`src/rtl/oam_dma_arbiter_if.sv`:
```
// rtl/oam_dma_arbiter_if.sv - CPU, PPU, system-bus and OAM RAM signals around the OAM DMA arbiter.
interface oam_dma_if;
  logic [15:0] ADDR;
  logic        WR;
  logic        RD;
  logic [7:0]  MMIO_DATA_out;
  logic [7:0]  OAM_CPU_DATA;
  logic [1:0]  PPU_MODE;
  logic        PPU_RD;
  logic [15:0] PPU_ADDR;
  logic [7:0]  PPU_OAM_DATA;
  logic [15:0] SRC_ADDR;
  logic        SRC_RD;
  logic [7:0]  SRC_DATA;
  logic [7:0]  OAM_ADDR;
  logic        OAM_WE;
  logic [7:0]  OAM_WDATA;
  logic [7:0]  OAM_RDATA;
  logic        DMA_ACTIVE;

  modport master (
    input  ADDR, WR, RD, MMIO_DATA_out, PPU_MODE, PPU_RD, PPU_ADDR, SRC_DATA, OAM_RDATA,
    output OAM_CPU_DATA, PPU_OAM_DATA, SRC_ADDR, SRC_RD, OAM_ADDR, OAM_WE, OAM_WDATA, DMA_ACTIVE
  );

  modport slave (
    output ADDR, WR, RD, MMIO_DATA_out, PPU_MODE, PPU_RD, PPU_ADDR, SRC_DATA, OAM_RDATA,
    input  OAM_CPU_DATA, PPU_OAM_DATA, SRC_ADDR, SRC_RD, OAM_ADDR, OAM_WE, OAM_WDATA, DMA_ACTIVE
  );
endinterface

```
`src/rtl/oam_dma_arbiter.sv`:
```
// rtl/oam_dma_arbiter.sv - OAM DMA sequencer (FF46 trigger) and OAM port arbiter (DMA > PPU > CPU).
module oam_dma_arbiter #(
  parameter int STEP_CYCLES = 4,
  parameter int OAM_BYTES   = 160
) (
  input  logic         clk,
  input  logic         rst,
  oam_dma_if.master    bus
);

  localparam int              STEP_W    = $clog2(STEP_CYCLES);
  localparam logic [STEP_W-1:0] STEP_LAST = STEP_W'(STEP_CYCLES - 1);
  localparam logic [7:0]      LAST_IDX  = 8'(OAM_BYTES - 1);

  typedef enum logic [2:0] {
    S_IDLE,
    S_SETUP,
    S_READ,
    S_WRITE,
    S_WAIT
  } state_e;

  state_e            state_q, state_d;
  logic [7:0]        idx_q, idx_d;
  logic [7:0]        base_q, base_d;
  logic [STEP_W-1:0] step_q, step_d;

  logic trigger;
  logic byte_done;
  logic dma_active;
  logic dma_owns;
  logic ppu_busy;
  logic ppu_oam_sel;
  logic cpu_oam_sel;
  logic cpu_unusable_sel;
  logic cpu_blocked;

  assign trigger   = bus.WR && (bus.ADDR == 16'hFF46);
  // step_q counts cycles within one byte: READ=0, WRITE=1, WAIT=2..STEP_CYCLES-1
  assign byte_done = ((state_q == S_WRITE) || (state_q == S_WAIT)) && (step_q == STEP_LAST);

  always_ff @(posedge clk or posedge rst) begin
    if (rst) begin
      state_q <= S_IDLE;
      idx_q   <= 8'h00;
      base_q  <= 8'h00;
      step_q  <= '0;
    end else begin
      state_q <= state_d;
      idx_q   <= idx_d;
      base_q  <= base_d;
      step_q  <= step_d;
    end
  end

  always_comb begin
    state_d = state_q;
    idx_d   = idx_q;
    base_d  = base_q;
    step_d  = step_q;

    case (state_q)
      S_SETUP: begin
        state_d = S_READ;
        step_d  = '0;
      end
      S_READ: begin
        state_d = S_WRITE;
        step_d  = step_q + 1'b1;
      end
      S_WRITE, S_WAIT: begin
        if (byte_done) begin
          step_d = '0;
          if (idx_q == LAST_IDX) begin
            state_d = S_IDLE;
            idx_d   = 8'h00;
          end else begin
            state_d = S_READ;
            idx_d   = idx_q + 8'd1;
          end
        end else begin
          state_d = S_WAIT;
          step_d  = step_q + 1'b1;
        end
      end
      default: ;
    endcase

    // A trigger always restarts; echo RAM sources E0-FF fold down to C0-DF
    if (trigger) begin
      base_d  = (bus.MMIO_DATA_out >= 8'hE0) ? (bus.MMIO_DATA_out & 8'hDF) : bus.MMIO_DATA_out;
      idx_d   = 8'h00;
      step_d  = '0;
      state_d = S_SETUP;
    end
  end

  assign dma_active       = (state_q != S_IDLE);
  assign dma_owns         = (state_q == S_READ) || (state_q == S_WRITE) || (state_q == S_WAIT);
  assign ppu_busy         = bus.PPU_MODE[1];
  assign ppu_oam_sel      = (bus.PPU_ADDR[15:8] == 8'hFE);
  assign cpu_oam_sel      = (bus.ADDR[15:8] == 8'hFE) && (bus.ADDR[7:0] < 8'hA0);
  assign cpu_unusable_sel = (bus.ADDR[15:8] == 8'hFE) && (bus.ADDR[7:0] >= 8'hA0);
  assign cpu_blocked      = dma_active || ppu_busy;

  always_comb begin
    bus.SRC_RD    = 1'b0;
    bus.SRC_ADDR  = 16'h0000;
    bus.OAM_ADDR  = 8'h00;
    bus.OAM_WE    = 1'b0;
    bus.OAM_WDATA = 8'h00;

    if (!rst) begin
      if (dma_owns) begin
        bus.OAM_ADDR = idx_q;
        if (state_q == S_READ) begin
          bus.SRC_RD   = 1'b1;
          bus.SRC_ADDR = {base_q, idx_q};
        end
        if (state_q == S_WRITE) begin
          bus.OAM_WE    = 1'b1;
          bus.OAM_WDATA = bus.SRC_DATA;
        end
      end else if (ppu_busy && bus.PPU_RD && ppu_oam_sel) begin
        bus.OAM_ADDR = bus.PPU_ADDR[7:0];
      end else if (cpu_oam_sel && (bus.RD || bus.WR)) begin
        bus.OAM_ADDR = bus.ADDR[7:0];
        if (bus.WR && !cpu_blocked) begin
          bus.OAM_WE    = 1'b1;
          bus.OAM_WDATA = bus.MMIO_DATA_out;
        end
      end
    end
  end

  always_comb begin
    bus.OAM_CPU_DATA = 8'h00;
    if (cpu_oam_sel) begin
      bus.OAM_CPU_DATA = cpu_blocked ? 8'hFF : bus.OAM_RDATA;
    end else if (cpu_unusable_sel) begin
      bus.OAM_CPU_DATA = 8'h00;
    end
  end

  assign bus.PPU_OAM_DATA = dma_active ? 8'hFF : bus.OAM_RDATA;
  assign bus.DMA_ACTIVE   = dma_active;

endmodule

```
`src/flat_wrapper.sv`:
```
// flat-port wrapper written by rule: the top's interface ports become plain ports
module oam_dma_arbiter_flat 
#(
  parameter int STEP_CYCLES = 4,
  parameter int OAM_BYTES   = 160
)
  (clk, rst, bus_ADDR, bus_WR, bus_RD, bus_MMIO_DATA_out, bus_PPU_MODE, bus_PPU_RD, bus_PPU_ADDR, bus_SRC_DATA, bus_OAM_RDATA, bus_OAM_CPU_DATA, bus_PPU_OAM_DATA, bus_SRC_ADDR, bus_SRC_RD, bus_OAM_ADDR, bus_OAM_WE, bus_OAM_WDATA, bus_DMA_ACTIVE);
  oam_dma_if bus_i ();
  input  logic clk;
  input  logic rst;
  input wire logic [$bits(bus_i.ADDR)-1:0] bus_ADDR;
  input wire logic [$bits(bus_i.WR)-1:0] bus_WR;
  input wire logic [$bits(bus_i.RD)-1:0] bus_RD;
  input wire logic [$bits(bus_i.MMIO_DATA_out)-1:0] bus_MMIO_DATA_out;
  input wire logic [$bits(bus_i.PPU_MODE)-1:0] bus_PPU_MODE;
  input wire logic [$bits(bus_i.PPU_RD)-1:0] bus_PPU_RD;
  input wire logic [$bits(bus_i.PPU_ADDR)-1:0] bus_PPU_ADDR;
  input wire logic [$bits(bus_i.SRC_DATA)-1:0] bus_SRC_DATA;
  input wire logic [$bits(bus_i.OAM_RDATA)-1:0] bus_OAM_RDATA;
  output wire logic [$bits(bus_i.OAM_CPU_DATA)-1:0] bus_OAM_CPU_DATA;
  output wire logic [$bits(bus_i.PPU_OAM_DATA)-1:0] bus_PPU_OAM_DATA;
  output wire logic [$bits(bus_i.SRC_ADDR)-1:0] bus_SRC_ADDR;
  output wire logic [$bits(bus_i.SRC_RD)-1:0] bus_SRC_RD;
  output wire logic [$bits(bus_i.OAM_ADDR)-1:0] bus_OAM_ADDR;
  output wire logic [$bits(bus_i.OAM_WE)-1:0] bus_OAM_WE;
  output wire logic [$bits(bus_i.OAM_WDATA)-1:0] bus_OAM_WDATA;
  output wire logic [$bits(bus_i.DMA_ACTIVE)-1:0] bus_DMA_ACTIVE;
  assign bus_i.ADDR = bus_ADDR;
  assign bus_i.WR = bus_WR;
  assign bus_i.RD = bus_RD;
  assign bus_i.MMIO_DATA_out = bus_MMIO_DATA_out;
  assign bus_i.PPU_MODE = bus_PPU_MODE;
  assign bus_i.PPU_RD = bus_PPU_RD;
  assign bus_i.PPU_ADDR = bus_PPU_ADDR;
  assign bus_i.SRC_DATA = bus_SRC_DATA;
  assign bus_i.OAM_RDATA = bus_OAM_RDATA;
  assign bus_OAM_CPU_DATA = bus_i.OAM_CPU_DATA;
  assign bus_PPU_OAM_DATA = bus_i.PPU_OAM_DATA;
  assign bus_SRC_ADDR = bus_i.SRC_ADDR;
  assign bus_SRC_RD = bus_i.SRC_RD;
  assign bus_OAM_ADDR = bus_i.OAM_ADDR;
  assign bus_OAM_WE = bus_i.OAM_WE;
  assign bus_OAM_WDATA = bus_i.OAM_WDATA;
  assign bus_DMA_ACTIVE = bus_i.DMA_ACTIVE;
  oam_dma_arbiter #(.STEP_CYCLES(STEP_CYCLES), .OAM_BYTES(OAM_BYTES)) u_core (.clk(clk), .rst(rst), .bus(bus_i));
endmodule
```
`config.mk`:
```
export PLATFORM = sky130hd
export DESIGN_NAME = oam_dma_arbiter_flat
export DESIGN_NICKNAME = d
export VERILOG_FILES = /design/src/rtl/oam_dma_arbiter_if.sv /design/src/rtl/oam_dma_arbiter.sv /design/src/flat_wrapper.sv
export SDC_FILE = /design/constraint.sdc
export NUM_CORES = 1
export LEC_CHECK = 0
export CELL_PAD_IN_SITES_DETAIL_PLACEMENT = 1
export CELL_PAD_IN_SITES_GLOBAL_PLACEMENT = 1
export CORE_MARGIN = 2
export CORE_UTILIZATION = 23
export CTS_CLUSTER_SIZE = 24
export DETAILED_ROUTE_END_ITERATION = 16
export PLACE_DENSITY_LB_ADDON = 0.1
export SLEW_MARGIN = 30
export SYNTH_ARGS = -nofsm -noshare
export SYNTH_HDL_FRONTEND = slang
export SYNTH_SLANG_ARGS = --single-unit
```
`constraint.sdc`:
```
create_clock -name clk -period 2 [get_ports clk]
set_input_delay 0.4 -clock clk [delete_from_list [all_inputs] [get_ports clk]]
set_output_delay 0.4 -clock clk [all_outputs]
set_load 0.05 [all_outputs]
```
* After elaboration in Yosys (flattened, before gate mapping)
Cells that the tools add are included.
** Storage, ports and cells
- Flip-flop bits (word level) :: 21
- Bits of input ports :: 63
- Output and inout port bits :: 51
- Logic and storage cells :: 73
** Cells by class
- Add/sub/neg operators :: 2
- Magnitude comparators :: 2
- Equal/unequal tests :: 9
- Mux-type cells :: 37
- Reduce and logical (&&, ||, !) cells :: 19
** Operators with widths (count)
- 2-to-1 mux 8 bit :: 17
- 2-to-1 mux 16 bit :: 3
- equality test 8 bit, second input constant :: 3
- equality test 16 bit, second input constant :: 1
- 2-to-1 mux 1 bit :: 9
- case mux 3 bit (3 select lines) :: 1
- adder 8 x 1 -> 8 bit, second input constant :: 1
- greater-or-equal comparator 8 bit, second input constant :: 1
- less-than comparator 8 bit, second input constant :: 1
- logical AND 1 bit :: 7
- equality test 3 x 2 -> 1 bit, second input constant :: 2
- 2-to-1 mux 2 bit :: 3
- 2-to-1 mux 3 bit :: 2
- 2-to-1 mux 6 bit :: 1
- case mux 2 bit (3 select lines) :: 1
- logical OR 1 bit :: 5
- nonzero test 2 bit :: 2
- nonzero test 4 bit :: 1
- equality test 3 x 1 -> 1 bit, second input constant :: 1
- equality test 3 bit, second input constant :: 1
- nonzero test 3 bit :: 1
- adder 2 x 1 -> 2 bit, second input constant :: 1
- equality test 2 bit, second input constant :: 1
- AND reduction 2 bit :: 1
- other kinds (2) :: 2

* Logic depth before layout (Yosys ltp)
- Depth after elaboration :: 9
- Depth in mapped cells :: 6
- Depth with buffers taken out :: 5

* Least setup slack after synthesis
Ideal clock, no wire load.
- Path type :: input to output
- From :: input port bus_ADDR[6]
- To :: output port bus_OAM_WE
- Arrival time :: 2578 ps
- Required time :: 1600 ps
- Setup slack :: -978 ps
- Stages :: 4
- Path buffers :: 0
- Path through :: o21ai_1 > nor4b_2 > o21ai_0 > a21boi_0
** On the way
- Longest elaborated chain between the ends :: 7
** RTL lines
- from (decl) :: RTL line flat_wrapper.sv:11 : input wire logic [$bits(bus_i.ADDR)-1:0] bus_ADDR;
- less-than comparator 8 bit :: RTL line oam_dma_arbiter.sv:102 : assign cpu_oam_sel = (bus.ADDR[15:8] == 8'hFE) && (bus.ADDR[7:0] < 8'hA0);
- logical AND 1 bit :: RTL line oam_dma_arbiter.sv:102
- logical AND 1 bit :: RTL line oam_dma_arbiter.sv:126 : end else if (cpu_oam_sel && (bus.RD || bus.WR)) begin
- 2-to-1 mux 1 bit :: RTL line oam_dma_arbiter.sv:126
- 2-to-1 mux 1 bit :: RTL line oam_dma_arbiter.sv:124 : end else if (ppu_busy && bus.PPU_RD && ppu_oam_sel) begin
- 2-to-1 mux 1 bit :: RTL line oam_dma_arbiter.sv:114 : if (dma_owns) begin
- 2-to-1 mux 1 bit :: RTL line oam_dma_arbiter.sv:113 : if (!rst) begin
- to (decl) :: RTL line flat_wrapper.sv:25 : output wire logic [$bits(bus_i.OAM_WE)-1:0] bus_OAM_WE;
Every way passes these cells.

* Final worst setup path
- From :: register u_core.state_q[1]
- To :: output port bus_OAM_WDATA[7]
** On the way
- Longest elaborated chain between the ends :: 9
** RTL lines
- from (decl) :: RTL line oam_dma_arbiter.sv:23 : state_e state_q, state_d;
- from (signal assigned) :: RTL line oam_dma_arbiter.sv:49 : state_q <= state_d;
- nonzero test 3 bit :: RTL line oam_dma_arbiter.sv:98 : assign dma_active = (state_q != S_IDLE);
- logical OR 1 bit :: RTL line oam_dma_arbiter.sv:104 : assign cpu_blocked = dma_active || ppu_busy;
- logical NOT 1 bit :: RTL line oam_dma_arbiter.sv:128 : if (bus.WR && !cpu_blocked) begin
- logical AND 1 bit :: RTL line oam_dma_arbiter.sv:128
- 2-to-1 mux 8 bit :: RTL line oam_dma_arbiter.sv:128
- 2-to-1 mux 8 bit :: RTL line oam_dma_arbiter.sv:126
- 2-to-1 mux 8 bit :: RTL line oam_dma_arbiter.sv:124
- 2-to-1 mux 8 bit (*) :: RTL line oam_dma_arbiter.sv:114
- 2-to-1 mux 8 bit (*) :: RTL line oam_dma_arbiter.sv:113
- to (decl) :: RTL line flat_wrapper.sv:26 : output wire logic [$bits(bus_i.OAM_WDATA)-1:0] bus_OAM_WDATA;
Every way passes the cells marked *; elsewhere a longest branch is shown, timed or not.

==> run metrics <==
status=finished with violations; failing checks=setup timing; Syn Area/Cell=just under 8 um2; CP cell instances=or4b_4, a211oi_4, nand4_4, buf_12, o21ai_4, buf_12; Largest delay share family, worst path=simple AND/OR/NAND/NOR gates; number of buffers created by CTS=3; DP Wirelength=6.42 mm; Total GRT Usage=0.193; asr flop ratio synth=1.00; die height=~94 um; clock-pin slew on the worst setup and hold paths=90 ps; diode count=0; initial antenna violation count=0; Max Slew Vio Count=0; final hold slack=499 ps; GRT overflow=0; clk buf depth=2; vias in the first global route=2,608; Largest stage delay, worst path=550 ps; later-pin clock latency in the skew report=about 270 ps; final WL=between 8 and 9 mm; crit path max fanout=8; final setup vio count=52; fmax=0.402 GHz; RSZ-0062 raised after global routing=true; CP max-delay cell=or4b_4; Routed WL per cell=17.3 um; die area=around 8900 um2; width of the die=94.4 um; final worst slack=-489 ps; Root Driver=clkbuf_8; area added between synthesis and finish=134%; largest net degree at the start of global routing=19; crit path buf inv count=2; PortBufs=112; Vias per Instance=4.98; Hold Vio Cnt, Final=0; Final min period=between 2000 and 2500 ps; Finished Core Util=0.563; clock tree from TritonCTS=done; number of primary I/O pins=114; via count=2,459; CP endpoint kind=primary output; YS warnings=0; clock skew=7.00 ps; multi-input logic area=1670 um2; clk sink count=21; Power Density=approximately 220 nW/um2; CP Data Arrival Time=2090 ps; Distinct cells, synth=51; Iter 0 DRT Violations=70; crit share post-route=1.24; FF+latch area=527 um2; DR DRC count=0; most used cell, CP=buf_12; core area=7810 um2; Slew HR=0.760; syn_nets=302; Cell Area, Synth=1880 um2; nets=between 400 and 500; register area share after synthesis=0.280; Initial Util=0.241; depth of the CTS H-tree=1; worst vdd rail ir drop=0.232 mV; DRT antenna net count=0; Routability Congestion=0.782; hold buffer count at CTS=0; most used flip-flop cell after synthesis=dfrtp_1; Core Rows=32; type of the worst min-delay path=flip-flop to flip-flop; first-pass GRT wire length=13.6 mm; share of layout cells above drive strength 1=0.462; pre-CTS setup slack=-665 ps; max-cap violation count=0; flops & latches, synth=21; Post-synth EDFFs=0; Synth Instances=~240; leakage=1.77 nW; CP startpoint kind=flip-flop; crit path kind=flip-flop to primary output; filler cell count=857; DR pass1 iterations=4; Worst EP required=roughly 1600 ps; Slew @ Worst Pin=around 360 ps
-- placed cells by master (no fill, tap or decap), types with 9 or more instances in the layout --
cell type        synthesis  final
and2_2                   0      9
buf_12                   0     41
buf_4                    0     34
buf_6                    1     26
clkdlybuf4s50_1          0     39
dfrtp_1                 21     20
dlygate4sd2_1            0     19
inv_1                   12     11
nand2_1                 24     19
o21ai_0                 17     11
or3_1                   10      9
-- synth_stat cells, types with 4 or more instances --
master / number / area share
or3_1: 10 / 0.033
nor2b_1: 5 / 0.017
a21oi_1: 9 / 0.024
o21ai_0: 17 / 0.045
nor2_1: 10 / 0.020
nand4_1: 8 / 0.027
nand3_1: 6 / 0.016
mux2_2: 8 / 0.048
inv_1: 12 / 0.024
nand2_1: 24 / 0.048
nor3b_1: 6 / 0.024
o21a_1: 9 / 0.036
clkbuf_1: 6 / 0.012
o21ai_1: 10 / 0.027
and2_1: 16 / 0.053
a31oi_1: 9 / 0.030
dfrtp_1: 21 / 0.28
buf_2: 4 / 0.011
-- final cells by class --
class                   instances  share of cell area
clock buffers                   3             0.00939
clock inverters                 1             0.00114
inverters                      12              0.0111
multi-input cells             192               0.380
flip-flops and latches         21               0.120
well taps                     102              0.0290
repair buffers                163               0.449
-- logic make-up after synthesis --
family,share of synthesized area
fa+ha+maj,0.0133
buf+inv,0.0546
xor+xnor,0.00933
compound gates,0.218
mux,0.0533
flops,0.280
simple gates,0.372
-- stage by stage --
stage | setup TNS [ps] | area (um2) | power [W] | std cells
3_5_place_dp | -18850 | 4000 | 0.000679 | 479
2_1_floorplan | -3750 | 2160 | 0.000505 | 237
4_1_cts | -12360 | 4310 | 0.000976 | 492
3_3_place_gp | -18180 | 4000 | 0.000673 | 479
6_report | -11130 | 4400 | 0.000977 | 494
5_1_grt | -16050 | 4400 | 0.00102 | 494
-- metal layers --
layer,up-vias,GRT usage,part of all wire
met5,-,0,0
met4,0,0.0266,0.0020
met3,2,0.0311,0.036
met2,42,0.368,0.57
met1,1227,0.232,0.39
li1,1188,-,-
-- sequential cells by signal, summed over array words and instances (netlist names) --
register        flops
u_core.base_q       8
u_core.idx_q        8
u_core.state_q      3
u_core.step_q       2
-- power breakdown --
part | switching (W) | internal [W]
registers | 0.00000279 | 0.000427
logic | 0.000108 | 0.000143
clock network | 0.000156 | 0.000139
total | 0.000267 | 0.000709
-- final timing paths --
path | from | endpoint | slack (ps) | cells past startpoint
worst max-delay path | u_core.state_q[1]$_DFFE_PP0P_ | bus_OAM_WDATA[7] | -490 | 6
worst min register to register | u_core.base_q[7]$_DFFE_PP0P_ | u_core.base_q[7]$_DFFE_PP0P_ | 500 | 1
worst min-delay path | u_core.base_q[7]$_DFFE_PP0P_ | u_core.base_q[7]$_DFFE_PP0P_ | 500 | 1
worst max register to register | u_core.state_q[1]$_DFFE_PP0P_ | u_core.idx_q[6]$_DFFE_PP0P_ | -70 | 9
max in group asynchronous | rst | u_core.state_q[2]$_DFFE_PP0P_ | 1120 | 4
min in group asynchronous | rst | u_core.idx_q[2]$_DFFE_PP0P_ | 560 | 4
-- what timing repair did --
action | CTS | global route
buffers inserted | 7 | 3
setup endpoints to repair | 51 | 53
cloned | 2 | 0
pin swaps | 25 | 12
resized for setup | 71 | 17
Note: power is estimated with default switching activity, not from simulation.
